--- src/rtl/pc_ctrl_pkg.sv ---
`default_nettype none
// +----------------------------------------------------------------------+
// | pc_ctrl_pkg : PC mode encodings and sequencer state type shared with  |
// |               the PC register.                    Rev 1.0            |
// +----------------------------------------------------------------------+
package pc_ctrl_pkg;

  localparam logic [1:0] PC_MODE_SEQ    = 2'b00;
  localparam logic [1:0] PC_MODE_BRANCH = 2'b01;
  localparam logic [1:0] PC_MODE_TRAP   = 2'b10;
  localparam logic [1:0] PC_MODE_DEBUG  = 2'b11;

  typedef enum logic [1:0] {
    ST_BOOT   = 2'd0,
    ST_RUN    = 2'd1,
    ST_HALTED = 2'd2
  } pc_state_e;

endpackage
`default_nettype wire

--- src/rtl/pc_redirect_buf.sv ---
`default_nettype none
// +----------------------------------------------------------------------+
// | pc_redirect_buf : one-entry pending-branch buffer; set overwrites.    |
// |                                                    Rev 1.0            |
// +----------------------------------------------------------------------+
module pc_redirect_buf (
  input  logic        clk,
  input  logic        rst,
  input  logic        set,
  input  logic        clr,
  input  logic [63:0] set_target,
  output logic        valid,
  output logic [63:0] target
);

  logic        r_valid;
  logic [63:0] r_target;

  always_ff @(posedge clk) begin
    if (rst) begin
      r_valid  <= 1'b0;
      r_target <= 64'd0;
    end else if (set) begin
      r_valid  <= 1'b1;
      r_target <= set_target;
    end else if (clr) begin
      r_valid  <= 1'b0;
    end
  end

  assign valid  = r_valid;
  assign target = r_target;

endmodule
`default_nettype wire

--- src/rtl/pc_seq_ctrl.sv ---
`default_nettype none
// +----------------------------------------------------------------------+
// | pc_seq_ctrl : PC sequencing controller (boot/run/halt, branch, trap,  |
// |               debug PC write).                     Rev 1.0            |
// +----------------------------------------------------------------------+
module pc_seq_ctrl
  import pc_ctrl_pkg::*;
(
  input  logic        clk,
  input  logic        rst,
  input  logic        stall,
  input  logic        br_valid,
  input  logic [63:0] br_target,
  input  logic        irq_pending,
  input  logic        irq_enable,
  input  logic [63:0] irq_vector,
  input  logic        dbg_halt_req,
  input  logic        dbg_resume_req,
  input  logic        dbg_pc_wr,
  input  logic [63:0] dbg_pc_data,
  input  logic [63:0] pc_cur,
  output logic        pc_en,
  output logic [1:0]  pc_mode_sel,
  output logic [63:0] pc_branch,
  output logic [63:0] pc_interrupt,
  output logic [63:0] pc_debug_addr,
  output logic        flush,
  output logic        trap_taken,
  output logic        halted,
  output logic [63:0] epc
);

  pc_state_e   r_state;
  pc_state_e   w_next_state;
  logic [63:0] r_epc;
  logic        w_take_trap;
  logic        w_buf_set;
  logic        w_buf_clr;
  logic        w_pend_valid;
  logic [63:0] w_pend_target;

  pc_redirect_buf u_redirect_buf (
    .clk        (clk),
    .rst        (rst),
    .set        (w_buf_set),
    .clr        (w_buf_clr),
    .set_target (br_target),
    .valid      (w_pend_valid),
    .target     (w_pend_target)
  );

  // Commands are decoded from the registered state plus live inputs so the
  // PC register acts on the edge that closes the decision cycle.
  always_comb begin
    pc_en         = 1'b0;
    pc_mode_sel   = PC_MODE_SEQ;
    pc_branch     = 64'd0;
    pc_interrupt  = 64'd0;
    pc_debug_addr = 64'd0;
    flush         = 1'b0;
    trap_taken    = 1'b0;
    halted        = 1'b0;
    w_take_trap   = 1'b0;
    w_buf_set     = 1'b0;
    w_buf_clr     = 1'b0;
    w_next_state  = r_state;
    if (!rst) begin
      case (r_state)
        ST_BOOT: w_next_state = ST_RUN;
        ST_RUN: begin
          if (dbg_halt_req) begin
            w_buf_clr    = 1'b1;
            w_next_state = ST_HALTED;
          end else if (stall) begin
            w_buf_set = br_valid;
          end else if (irq_pending && irq_enable) begin
            pc_en        = 1'b1;
            pc_mode_sel  = PC_MODE_TRAP;
            pc_interrupt = irq_vector;
            trap_taken   = 1'b1;
            flush        = 1'b1;
            w_take_trap  = 1'b1;
            w_buf_clr    = 1'b1;
          end else if (br_valid || w_pend_valid) begin
            pc_en       = 1'b1;
            pc_mode_sel = PC_MODE_BRANCH;
            pc_branch   = br_valid ? br_target : w_pend_target;
            flush       = 1'b1;
            w_buf_clr   = 1'b1;
          end else begin
            pc_en       = 1'b1;
            pc_mode_sel = PC_MODE_SEQ;
          end
        end
        ST_HALTED: begin
          halted = 1'b1;
          if (dbg_pc_wr) begin
            pc_en         = 1'b1;
            pc_mode_sel   = PC_MODE_DEBUG;
            pc_debug_addr = dbg_pc_data;
          end
          if (dbg_resume_req) w_next_state = ST_RUN;
        end
        default: w_next_state = ST_BOOT;
      endcase
    end
  end

  always_ff @(posedge clk) begin
    if (rst) begin
      r_state <= ST_BOOT;
      r_epc   <= 64'd0;
    end else begin
      r_state <= w_next_state;
      if (w_take_trap) r_epc <= pc_cur;
    end
  end

  assign epc = r_epc;

endmodule
`default_nettype wire

--- config.mk ---
export PLATFORM = sky130hd
export DESIGN_NAME = pc_seq_ctrl
export DESIGN_NICKNAME = d
export VERILOG_FILES = /design/src/rtl/pc_ctrl_pkg.sv /design/src/rtl/pc_redirect_buf.sv /design/src/rtl/pc_seq_ctrl.sv
export SDC_FILE = /design/constraint.sdc
export NUM_CORES = 1
export LEC_CHECK = 0
export CAP_MARGIN = 20
export CORE_AREA = 2 2 207 209
export CTS_BUF_LIST = sky130_fd_sc_hd__clkbuf_8
export CTS_CLUSTER_DIAMETER = 60
export DETAILED_ROUTE_END_ITERATION = 7
export DIE_AREA = 0 0 209 211
export GPL_ROUTABILITY_DRIVEN = 1
export GPL_TIMING_DRIVEN = 0
export SYNTH_ARGS = -nofsm -noshare
export SYNTH_HDL_FRONTEND = slang
export SYNTH_SLANG_ARGS = --single-unit
--- constraint.sdc ---
create_clock -name clk -period 3.4 [get_ports clk]
set_input_delay 0.85 -clock clk [delete_from_list [all_inputs] [get_ports clk]]
set_output_delay 0.85 -clock clk [all_outputs]
set_load 0.02 [all_outputs]
==> results.py, run 1 <==
metrics = {
    "job": {
        "drv_cap": 0,
    },
    "power_and_ir_drop": {
        "clockPowerShare": 0.390,
        "seqPwrFrac": 0.425,
        "p_comb_frac": 0.185,
        "pwr_density_cell_nw_per_um2": 276,
        "p_sw_frac": 0.263,
        "p_leak_nw": 6.27,
        "power.total_mw": 3.73,
        "power_switching_uw": 982,
        "peakVddDrop_mv": 0.212,
        "p_int_mw": 2.75,
    },
    "timing": {
        "relSlewSlack": 0.341,
        "worst_pin_slew_ns": 0.988,
        "fmax_mhz": 300,
        "setup_viol_count_final": 0,
        "finalHoldViolCount": 0,
        "rsz0062_at_grt": "true",
        "finClkSkew_ns": 0.00976,
        "fin_crit_ns": 3.34,
        "hold_ws_ns": 0.527,
        "tns_ns": 0,
        "maxSlewViolCount": 0,
        "fin_crit_sh": 0.981,
    },
    "floorplanning": {
        "ioPinCount": 527,
        "die-width_um": 209,
        "fp-row-count": 75,
        "start_util": 0.175,
        "die_h_um": 211,
        "die_area_sq_um": 44100,
        "core_sq_um": 41800,
    },
    "synth": {
        "synth_xor_xnor_area_share": 0,
        "post_synth_inst_count": 744,
        "ys_seq_area_frac": 0.359,
        "muxShareOfSynthArea": 0.306,
        "syn_avg_cell_area_sq_um": 9.81,
        "synth-main-ff-cell": "dfxtp_1",
        "synthArstFlopShare": 0,
        "synth_top_family_by_area": "multiplexers",
        "synth_nets": 1013,
        "synth.yosys.warnings": 0,
        "synth-edff-count": 0,
        "ys_types": 31,
        "synth-simple-area-share": 0.269,
        "synth_compound_area_frac": 0.00805,
        "ys_ff_latch": 131,
        "synthAdderAreaFrac": 0.00685,
        "synth_area_sq_um": 7300,
    },
    "clock_network": {
        "cts_sinks": 131,
        "cts-root-buf": "clkbuf_8",
        "clk_pin_slew_ns": 0.08,
        "clock_path_buffers": 2,
        "cts_max_level": 4,
        "clock_latency_ns": 0.48,
        "cts_buffers": 17,
        "cts_tree": "yes",
    },
    "placement": {
        "portBuffers": 523,
        "hpwl_um": 27700,
        "gp_congestion": 1.01,
        "placed_area_sq_um": 13200,
        "dp.cells": 1806,
    },
    "finish": {
        "regArea_sq_um": 2630,
        "multiInputGateArea_sq_um": 4410,
        "fillers": 4330,
        "nNetsFinal": 1561,
        "drive_gt1_frac": 0.284,
        "area_growth_pct": 85.4,
        "final_cells": 1847,
        "layout_commonest_cell": "clkdlybuf4s50_1",
        "final_area_sq_um": 13500,
        "layout_common_cells": "clkdlybuf4s50_1, nor2b_1, dfxtp_1, mux2_2, buf_4",
    },
    "grt": {
        "antenna_found_initial": 5,
        "grt_use_total": 0.153,
        "grt_max_degree": 17,
        "overflow": 0,
        "grt_pass1_vias": 7840,
        "grt_first_pass_wirelength_um": 49600,
    },
    "critical_path": {
        "critPathBufInv": 4,
        "crit_family": "simple AND/OR/NAND/NOR gates",
        "crit_top_cell": "buf_4",
        "required_ns": 2.55,
        "cp_max_fo": 10,
        "slowest_stage": "or4b_4",
        "critPathLaunchType": "primary input",
        "worst-setup-path-type": "in -> out",
        "worstPathArrival_ns": 2.49,
        "cp_slowest_stage_delay_ns": 0.55,
        "crit_chain": "clkdlybuf4s15_2 -> or4b_4 -> nand2b_1 -> buf_6 -> buf_4 -> nor2_1 -> buf_4",
        "end_kind": "output pin",
    },
    "route": {
        "drt_iter0_markers": 272,
        "drc": 0,
        "detail-route-antenna-nets": 0,
        "drt_first_pass_iters": 4,
        "wl_per_cell_um": 18.7,
        "wl_um": 34500,
        "num_vias": 7417,
        "avgViaCountPerCell": 4.02,
    },
    "worst_hold_path": {
        "hold_class": "reg -> reg",
    },
    "status": {
        "status": "complete, no violations",
    },
}
routing by layer:
metal,track usage,part of all wire
met5,0,0.00064
met4,0.0727,0.039
met3,0.0709,0.096
met2,0.260,0.48
met1,0.162,0.39
logic make-up (layout without fill, tap and decap cells):
group,count (synthesis),count (layout)
AND/OR/NAND/NOR,340,340
multiplexers,192,192
other,0,3
AO/OA/AOI/OAI,10,10
adder cells (fa/ha/maj),4,4
flip-flops,131,131
buffers and inverters,67,628
cells in the mapped netlist, types with 2 or more instances:
cell / count / area share
and3_1: 64 / 0.055
mux2_2: 83 / 0.13
buf_1: 4 / 0.0021
buf_12: 4 / 0.011
mux2i_1: 64 / 0.088
nor2b_1: 131 / 0.11
nand2_1: 3 / 0.0015
inv_1: 2 / 0.0010
buf_2: 19 / 0.013
dfxtp_1: 131 / 0.36
nor2_1: 68 / 0.035
a21oi_1: 6 / 0.0041
ha_1: 4 / 0.0069
mux2_1: 5 / 0.0077
clkbuf_2: 4 / 0.0027
clkbuf_1: 30 / 0.015
a211oi_1: 2 / 0.0021
nand2b_1: 4 / 0.0034
and2_1: 64 / 0.055
buf_4: 2 / 0.0021
mux2_4: 40 / 0.082
metrics by stage:
step | util | worst slack [ns]
floorplan | - | 0.280
global placement | 0.316 | -0.968
detailed placement | 0.316 | -0.960
CTS | 0.323 | 0.00317
global route | 0.324 | -0.00330
finish | 0.324 | 0.0630
registers in the layout, summed over array words and instances (netlist names):
name / flops
u_redirect_buf.target: 64
r_state: 2
u_redirect_buf.valid: 1
epc: 64
worst paths after layout:
path | slack, ns | startpoint | endpoint | cells after the start
setup / recovery | 0.06 | dbg_halt_req | pc_branch[22] | 7
hold / removal | 0.53 | r_state[1] | r_state[1] | 2
setup reg to reg | 1.14 | r_state[1] | epc[1] | 9
hold reg to reg | 0.53 | r_state[1] | r_state[1] | 2
power by group through the flow:
stage | combinational, mW | sequential [mW] | clock [mW]
2_1_floorplan | 0.231 | 1.63 | 0
3_5_place_dp | 0.689 | 1.62 | 0
6_report | 0.691 | 1.59 | 1.46
4_1_cts | 0.697 | 1.59 | 1.53
5_1_grt | 0.740 | 1.59 | 1.59
3_3_place_gp | 0.682 | 1.62 | 0
worst register-to-register path, delay by kind of cell, from the launching register on:
kind	cells	cell delay [ns]
buffers and inverters	5	0.70
muxes	1	0.31
DFF	1	0.34
adders and majority gates	1	0.15
and+or+nand+nor	2	0.65
layout make-up:
type,count,share of cell area
tap,539,0.0498
clock inverter,13,0.0117
sequential,131,0.194
inverter,2,0.000554
clock buffer,19,0.0193
timing repair buffer,531,0.365
multi-input combinational,546,0.326
antenna,3,0.000554
buffer,63,0.0335
timing repair:
| action | CTS | global route |
|---|---|---|
| endpoints found under the setup margin | 197 | 80 |
| pin swaps | 4 | 2 |
| gates resized for setup | 740 | 27 |
| setup buffers | 7 | 0 |
| cloned | 1 | 0 |
| hold buffers | 0 | 0 |
Note: power is estimated with default switching activity, not from simulation.
==> inputs of run 2 (changes only) <==
--- a/config.mk
+++ b/config.mk
@@ -16,3 +16,4 @@
 export SYNTH_ARGS = -nofsm -noshare
 export SYNTH_HDL_FRONTEND = slang
 export SYNTH_SLANG_ARGS = --single-unit
+export TNS_END_PERCENT = 10
==> run 2 against run 1 <==
Critical path depth did not move. Hold slack got worse by 0.00079 ns. Non-clock buffer count rose by 1. First-iteration DRC count rose by 0.74%. Sequential power barely moved. Die area did not move. Cell count barely moved. Critical path type unchanged.
==> results.py, run 2 (same netlist as run 1, synthesis figures left out) <==
metrics = {
    "critical_path": {
        "required_ns": 2.55,
        "worstPathArrival_ns": 2.49,
        "cp_slowest_stage_delay_ns": 0.55,
        "crit_chain": "clkdlybuf4s15_2 -> or4b_4 -> nand2b_1 -> buf_6 -> buf_4 -> nor2_1 -> buf_4",
        "cp_max_fo": 10,
        "crit_top_cell": "buf_4",
        "worst-setup-path-type": "in -> out",
        "end_kind": "output pin",
        "critPathLaunchType": "primary input",
        "slowest_stage": "or4b_4",
    },
    "floorplanning": {
        "die_area_sq_um": 44100,
        "core_sq_um": 41800,
        "die-width_um": 209,
        "start_util": 0.175,
        "fp-row-count": 75,
        "ioPinCount": 527,
        "die_h_um": 211,
    },
    "clock_network": {
        "clk_pin_slew_ns": 0.08,
        "cts_buffers": 17,
        "cts-root-buf": "clkbuf_8",
        "clock_path_buffers": 2,
        "cts_sinks": 131,
        "ctsHoldBuffers": 0,
        "clock_latency_ns": 0.48,
        "cts_max_level": 4,
        "cts_tree": "yes",
    },
    "timing": {
        "tns_ns": 0,
        "relSlewSlack": 0.338,
        "hold_ws_ns": 0.526,
        "worst_pin_slew_ns": 0.993,
        "fin_crit_ns": 3.34,
        "rsz0062_at_grt": "true",
        "setup_viol_count_final": 0,
        "maxSlewViolCount": 0,
        "finalHoldViolCount": 0,
        "fin_crit_sh": 0.982,
        "fmax_mhz": 300,
        "finClkSkew_ns": 0.0105,
    },
    "grt": {
        "grt_use_total": 0.153,
        "grt_first_pass_wirelength_um": 49600,
        "grt_max_degree": 17,
        "grt_pass1_vias": 7864,
        "antenna_found_initial": 5,
        "overflow": 0,
    },
    "route": {
        "drt_first_pass_iters": 4,
        "drc": 0,
        "met1_length_um": 13400,
        "routed.top_layer": "met5",
        "num_vias": 7423,
        "avgViaCountPerCell": 4.02,
        "detail-route-antenna-nets": 0,
        "wl_met3_um": 3260,
        "drt_iter0_markers": 274,
        "wl_per_cell_um": 18.7,
        "route.met2.wl_um": 16500,
        "wl_um": 34500,
    },
    "placement": {
        "portBuffers": 523,
        "hpwl_um": 27700,
        "dp.cells": 1806,
        "gp_congestion": 1.01,
    },
    "finish": {
        "layout_commonest_cell": "clkdlybuf4s50_1",
        "layout_common_cells": "clkdlybuf4s50_1, nor2b_1, dfxtp_1, mux2_2, buf_2",
        "fillers": 4328,
        "area_growth_pct": 85.2,
        "drive_gt1_frac": 0.282,
        "nNetsFinal": 1562,
        "final_cells": 1848,
    },
    "worst_hold_path": {
        "hold_class": "reg -> reg",
    },
    "status": {
        "status": "complete, no violations",
    },
    "power_and_ir_drop": {
        "pwr_density_cell_nw_per_um2": 277,
        "power.total_mw": 3.74,
        "p_leak_nw": 6.31,
        "peakVddDrop_mv": 0.212,
    },
    "job": {
        "drv_cap": 0,
    },
}
## run 2: cell count changes in the layout (fill, tap and decap cells not counted), sizes merged
| cell | change |
|---|---|
| clkbuf | +1 |
| dlymetal6s2s | +1 |
| dlygate4sd2 | +3 |
| buf | -2 |
| clkdlybuf4s15 | -2 |
## run 2: per-layer routing
metal  vias to the layer above  global-route usage
met5                         -                   0
met4                         4              0.0727
met3                        58              0.0709
met2                       325               0.260
met1                      3454               0.162
li1                       3582                   -
## run 2: repair_timing
item	4_1_cts	5_1_grt
gates resized for setup	711	32
cloned	1	0
endpoints found under the setup margin	197	159
setup buffers	7	1
pin swaps	8	2
## run 2: critical path: cells and delay by family
kind                   cells  cell delay, ns
buffers and inverters      4            0.75
AND/OR/NAND/NOR            3            0.86
## run 2: area by class of cell
type                       instances  area [sq um]  area share
timing repair buffer             532          4930       0.365
multi-input combinational        546          4410       0.326
sequential                       131          2630       0.194
tap                              539           674      0.0499
buffer                            63           452      0.0334
clock buffer                      19           262      0.0193
clock inverter                    13           159      0.0118
inverter                           2          7.51    0.000555
antenna                            3          7.51    0.000555
## run 2: worst paths after layout
| path | start | to | slack (ns) | depth (start not counted) |
|---|---|---|---|---|
| worst max-delay path | dbg_halt_req | pc_branch[22] | 0.06 | 7 |
| worst min-delay path | r_state[1] | r_state[1] | 0.53 | 2 |
| worst max register to register | r_state[1] | u_redirect_buf.target[60] | 1.07 | 8 |
| worst min register to register | r_state[1] | r_state[1] | 0.53 | 2 |
## run 2: through the flow
stage               instance area (sq um)  utilization  setup WS (ns)
floorplan                            7300            -          0.280
finish                              13500        0.324         0.0626
CTS                                 13400        0.322        -0.0250
global route                        13500        0.324      -0.000785
global placement                    13200        0.316         -0.968
detailed placement                  13200        0.316         -0.960
## run 2: where the power goes
part	leakage, nW	internal, mW	switching (mW)
Combinational	5.05	0.427	0.267
Sequential	1.06	1.57	0.0184
Clock	0.202	0.761	0.699
Total	6.31	2.75	0.985
==> inputs of run 3 (changes only) <==
--- a/config.mk
+++ b/config.mk
@@ -12,7 +12,6 @@
 export DETAILED_ROUTE_END_ITERATION = 7
 export DIE_AREA = 0 0 209 211
 export GPL_ROUTABILITY_DRIVEN = 1
-export GPL_TIMING_DRIVEN = 0
 export SYNTH_ARGS = -nofsm -noshare
 export SYNTH_HDL_FRONTEND = slang
 export SYNTH_SLANG_ARGS = --single-unit
==> constraint.sdc (replaced) <==
create_clock -name clk -period 3.5 [get_ports clk]
set_input_delay 0.875 -clock clk [delete_from_list [all_inputs] [get_ports clk]]
set_output_delay 0.875 -clock clk [all_outputs]
set_load 0.02 [all_outputs]
==> run 3 against run 2 <==
Clock power about the same. Cell count decreased by 0.81%. Sequential power decreased by 3%. Count of clock-buffer cells in the layout increased by 2. Clock skew increased by 0.0043 ns. Core utilization increased by 0.85 points. Wire length decreased by 5.2%.
==> results.py, run 3 (same netlist as run 1, synthesis figures left out) <==
metrics = {
    "status": {
        "status": "complete, no violations",
    },
    "floorplanning": {
        "core_sq_um": 41800,
        "die_h_um": 211,
        "die_area_sq_um": 44100,
        "fp-row-count": 75,
        "start_util": 0.175,
        "die-width_um": 209,
        "ioPinCount": 527,
    },
    "clock_network": {
        "clock_path_buffers": 2,
        "clk_pin_slew_ns": 0.08,
        "cts_buffers": 17,
        "cts-root-buf": "clkbuf_8",
        "cts_tree": "yes",
        "clock_latency_ns": 0.48,
        "cts_sinks": 131,
        "cts_max_level": 4,
    },
    "grt": {
        "grt_pass1_vias": 7695,
        "grt_first_pass_wirelength_um": 47500,
        "grt_use_total": 0.145,
        "antenna_found_initial": 1,
        "grt_max_degree": 75,
        "overflow": 0,
    },
    "route": {
        "drt_iter0_markers": 245,
        "avgViaCountPerCell": 3.96,
        "wl_per_cell_um": 17.8,
        "drc": 0,
        "drt_first_pass_iters": 4,
        "wl_um": 32700,
        "detail-route-antenna-nets": 0,
        "num_vias": 7260,
    },
    "timing": {
        "relSlewSlack": 0.412,
        "fin_crit_sh": 0.982,
        "fin_crit_ns": 3.44,
        "fin_ws_ns": 0.0618,
        "finClkSkew_ns": 0.0148,
        "maxSlewViolCount": 0,
        "fmax_mhz": 291,
        "setup_viol_count_final": 0,
        "worst_pin_slew_ns": 0.882,
        "rsz0062_at_grt": "true",
        "finalHoldViolCount": 0,
    },
    "power_and_ir_drop": {
        "p_comb_frac": 0.187,
        "clockPowerShare": 0.397,
        "peakVddDrop_mv": 0.249,
        "p_leak_nw": 6.11,
        "p_int_mw": 2.74,
        "seqPwrFrac": 0.416,
        "power_switching_uw": 957,
        "pwr_density_cell_nw_per_um2": 267,
        "p_sw_frac": 0.259,
    },
    "placement": {
        "portBuffers": 526,
        "placed_area_sq_um": 13200,
        "place_ws_ns": -0.682,
        "hpwl_um": 25200,
        "gp_congestion": 0.882,
    },
    "critical_path": {
        "critPathBufInv": 6,
        "crit_cells": 9,
        "required_ns": 2.62,
        "cp_slowest_stage_delay_ns": 0.55,
        "worst-setup-path-type": "in -> out",
        "worst-r2r-cell-count": 13,
        "crit_family": "simple AND/OR/NAND/NOR gates",
        "crit_chain": "buf_2 -> or4b_4 -> buf_6 -> nor2_4 -> buf_6 -> buf_16 -> clkbuf_16 -> and2_4 -> buf_12",
        "critPathLaunchType": "primary input",
        "cp_max_fo": 7,
        "end_kind": "output pin",
        "worstPathArrival_ns": 2.56,
        "crit_top_cell": "buf_6",
        "slowest_stage": "or4b_4",
    },
    "finish": {
        "area_growth_pct": 90.0,
        "fillers": 4286,
        "layout_common_cells": "clkdlybuf4s50_1, nor2b_1, dfxtp_1, mux2_2, nor2_1",
        "multiInputGateArea_sq_um": 4370,
        "final_area_sq_um": 13900,
        "layout_commonest_cell": "clkdlybuf4s50_1",
        "regArea_sq_um": 2630,
        "nNetsFinal": 1549,
        "drive_gt1_frac": 0.238,
    },
    "worst_hold_path": {
        "hold_class": "reg -> reg",
        "holdPathStages": 2,
    },
    "job": {
        "drv_cap": 0,
    },
}
-- run 3: changes by cell type in the layout (fill, tap and decap cells not counted), moves of 10 or more --
cell	change
buf_6	-10
buf_2	-54
clkdlybuf4s15_1	+13
clkbuf_1	-22
and2_1	+12
and2_4	-12
clkdlybuf4s50_1	+53
-- run 3: layout make-up --
cell class	instances	share of cell area
Antenna cell	1	0.000180
Clock inverter	11	0.0107
Multi-Input combinational cell	546	0.315
Sequential cell	131	0.189
Timing Repair Buffer	582	0.415
Inverter	2	0.000541
Tap cell	539	0.0486
Clock buffer	21	0.0208
-- run 3: per-layer routing --
metal  routed length (um)  vias up  GRT usage
met5                   10        -          0
met4                 1080        2     0.0631
met3                 3020       34     0.0602
met2                16100      321      0.252
met1                12500     3351      0.154
li1                     -     3552          -
-- run 3: what timing repair did --
action | in CTS | in global routing
resized for setup | 284 | 32
buffers inserted | 8 | 5
pin swaps | 7 | 5
cloned | 3 | 2
setup endpoints to repair | 131 | 91
hold buffers | 0 | 0
-- run 3: power groups by stage --
| stage | combinational, mW | sequential [mW] | clock, mW |
|---|---|---|---|
| finish | 0.691 | 1.54 | 1.47 |
| global route | 0.738 | 1.54 | 1.61 |
| CTS | 0.692 | 1.54 | 1.55 |
| detailed placement | 0.683 | 1.57 | 0 |
| global placement | 0.676 | 1.57 | 0 |
| floorplan | 0.225 | 1.58 | 0 |
-- run 3: worst register-to-register path: stages, from the launching register on --
cell,delay (ns)
dfxtp_2,0.33
inv_2,0.08
ha_4,0.14
or4b_4,0.48
buf_6,0.14
nor2_4,0.17
buf_6,0.16
buf_16,0.12
buf_4,0.10
buf_4,0.11
buf_4,0.11
buf_4,0.11
buf_4,0.17
mux2_2,0.35
-- run 3: per-stage QoR --
stage | power (mW) | hold WS (ns) | utilization | TNS (ns) | instances
final | 3.70 | 0.519 | 0.332 | 0 | 1833
after floorplan | 1.81 | 0.484 | - | 0 | 744
after global routing | 3.89 | 0.533 | 0.332 | -0.185 | 1832
after CTS | 3.78 | 0.537 | 0.330 | -0.185 | 1825
after global placement | 2.25 | 0.504 | 0.317 | -67.12 | 1782
after detailed placement | 2.26 | 0.537 | 0.317 | -70.65 | 1782
-- run 3: path summary, 6_finish.rpt --
| check | startpoint | end | slack, ns |
|---|---|---|---|
| worst max-delay path | stall | pc_interrupt[55] | 0.06 |
| worst max register to register | r_state[1] | epc[21] | 0.83 |
| worst min register to register | r_state[1] | r_state[1] | 0.52 |
| worst min-delay path | r_state[1] | r_state[1] | 0.52 |
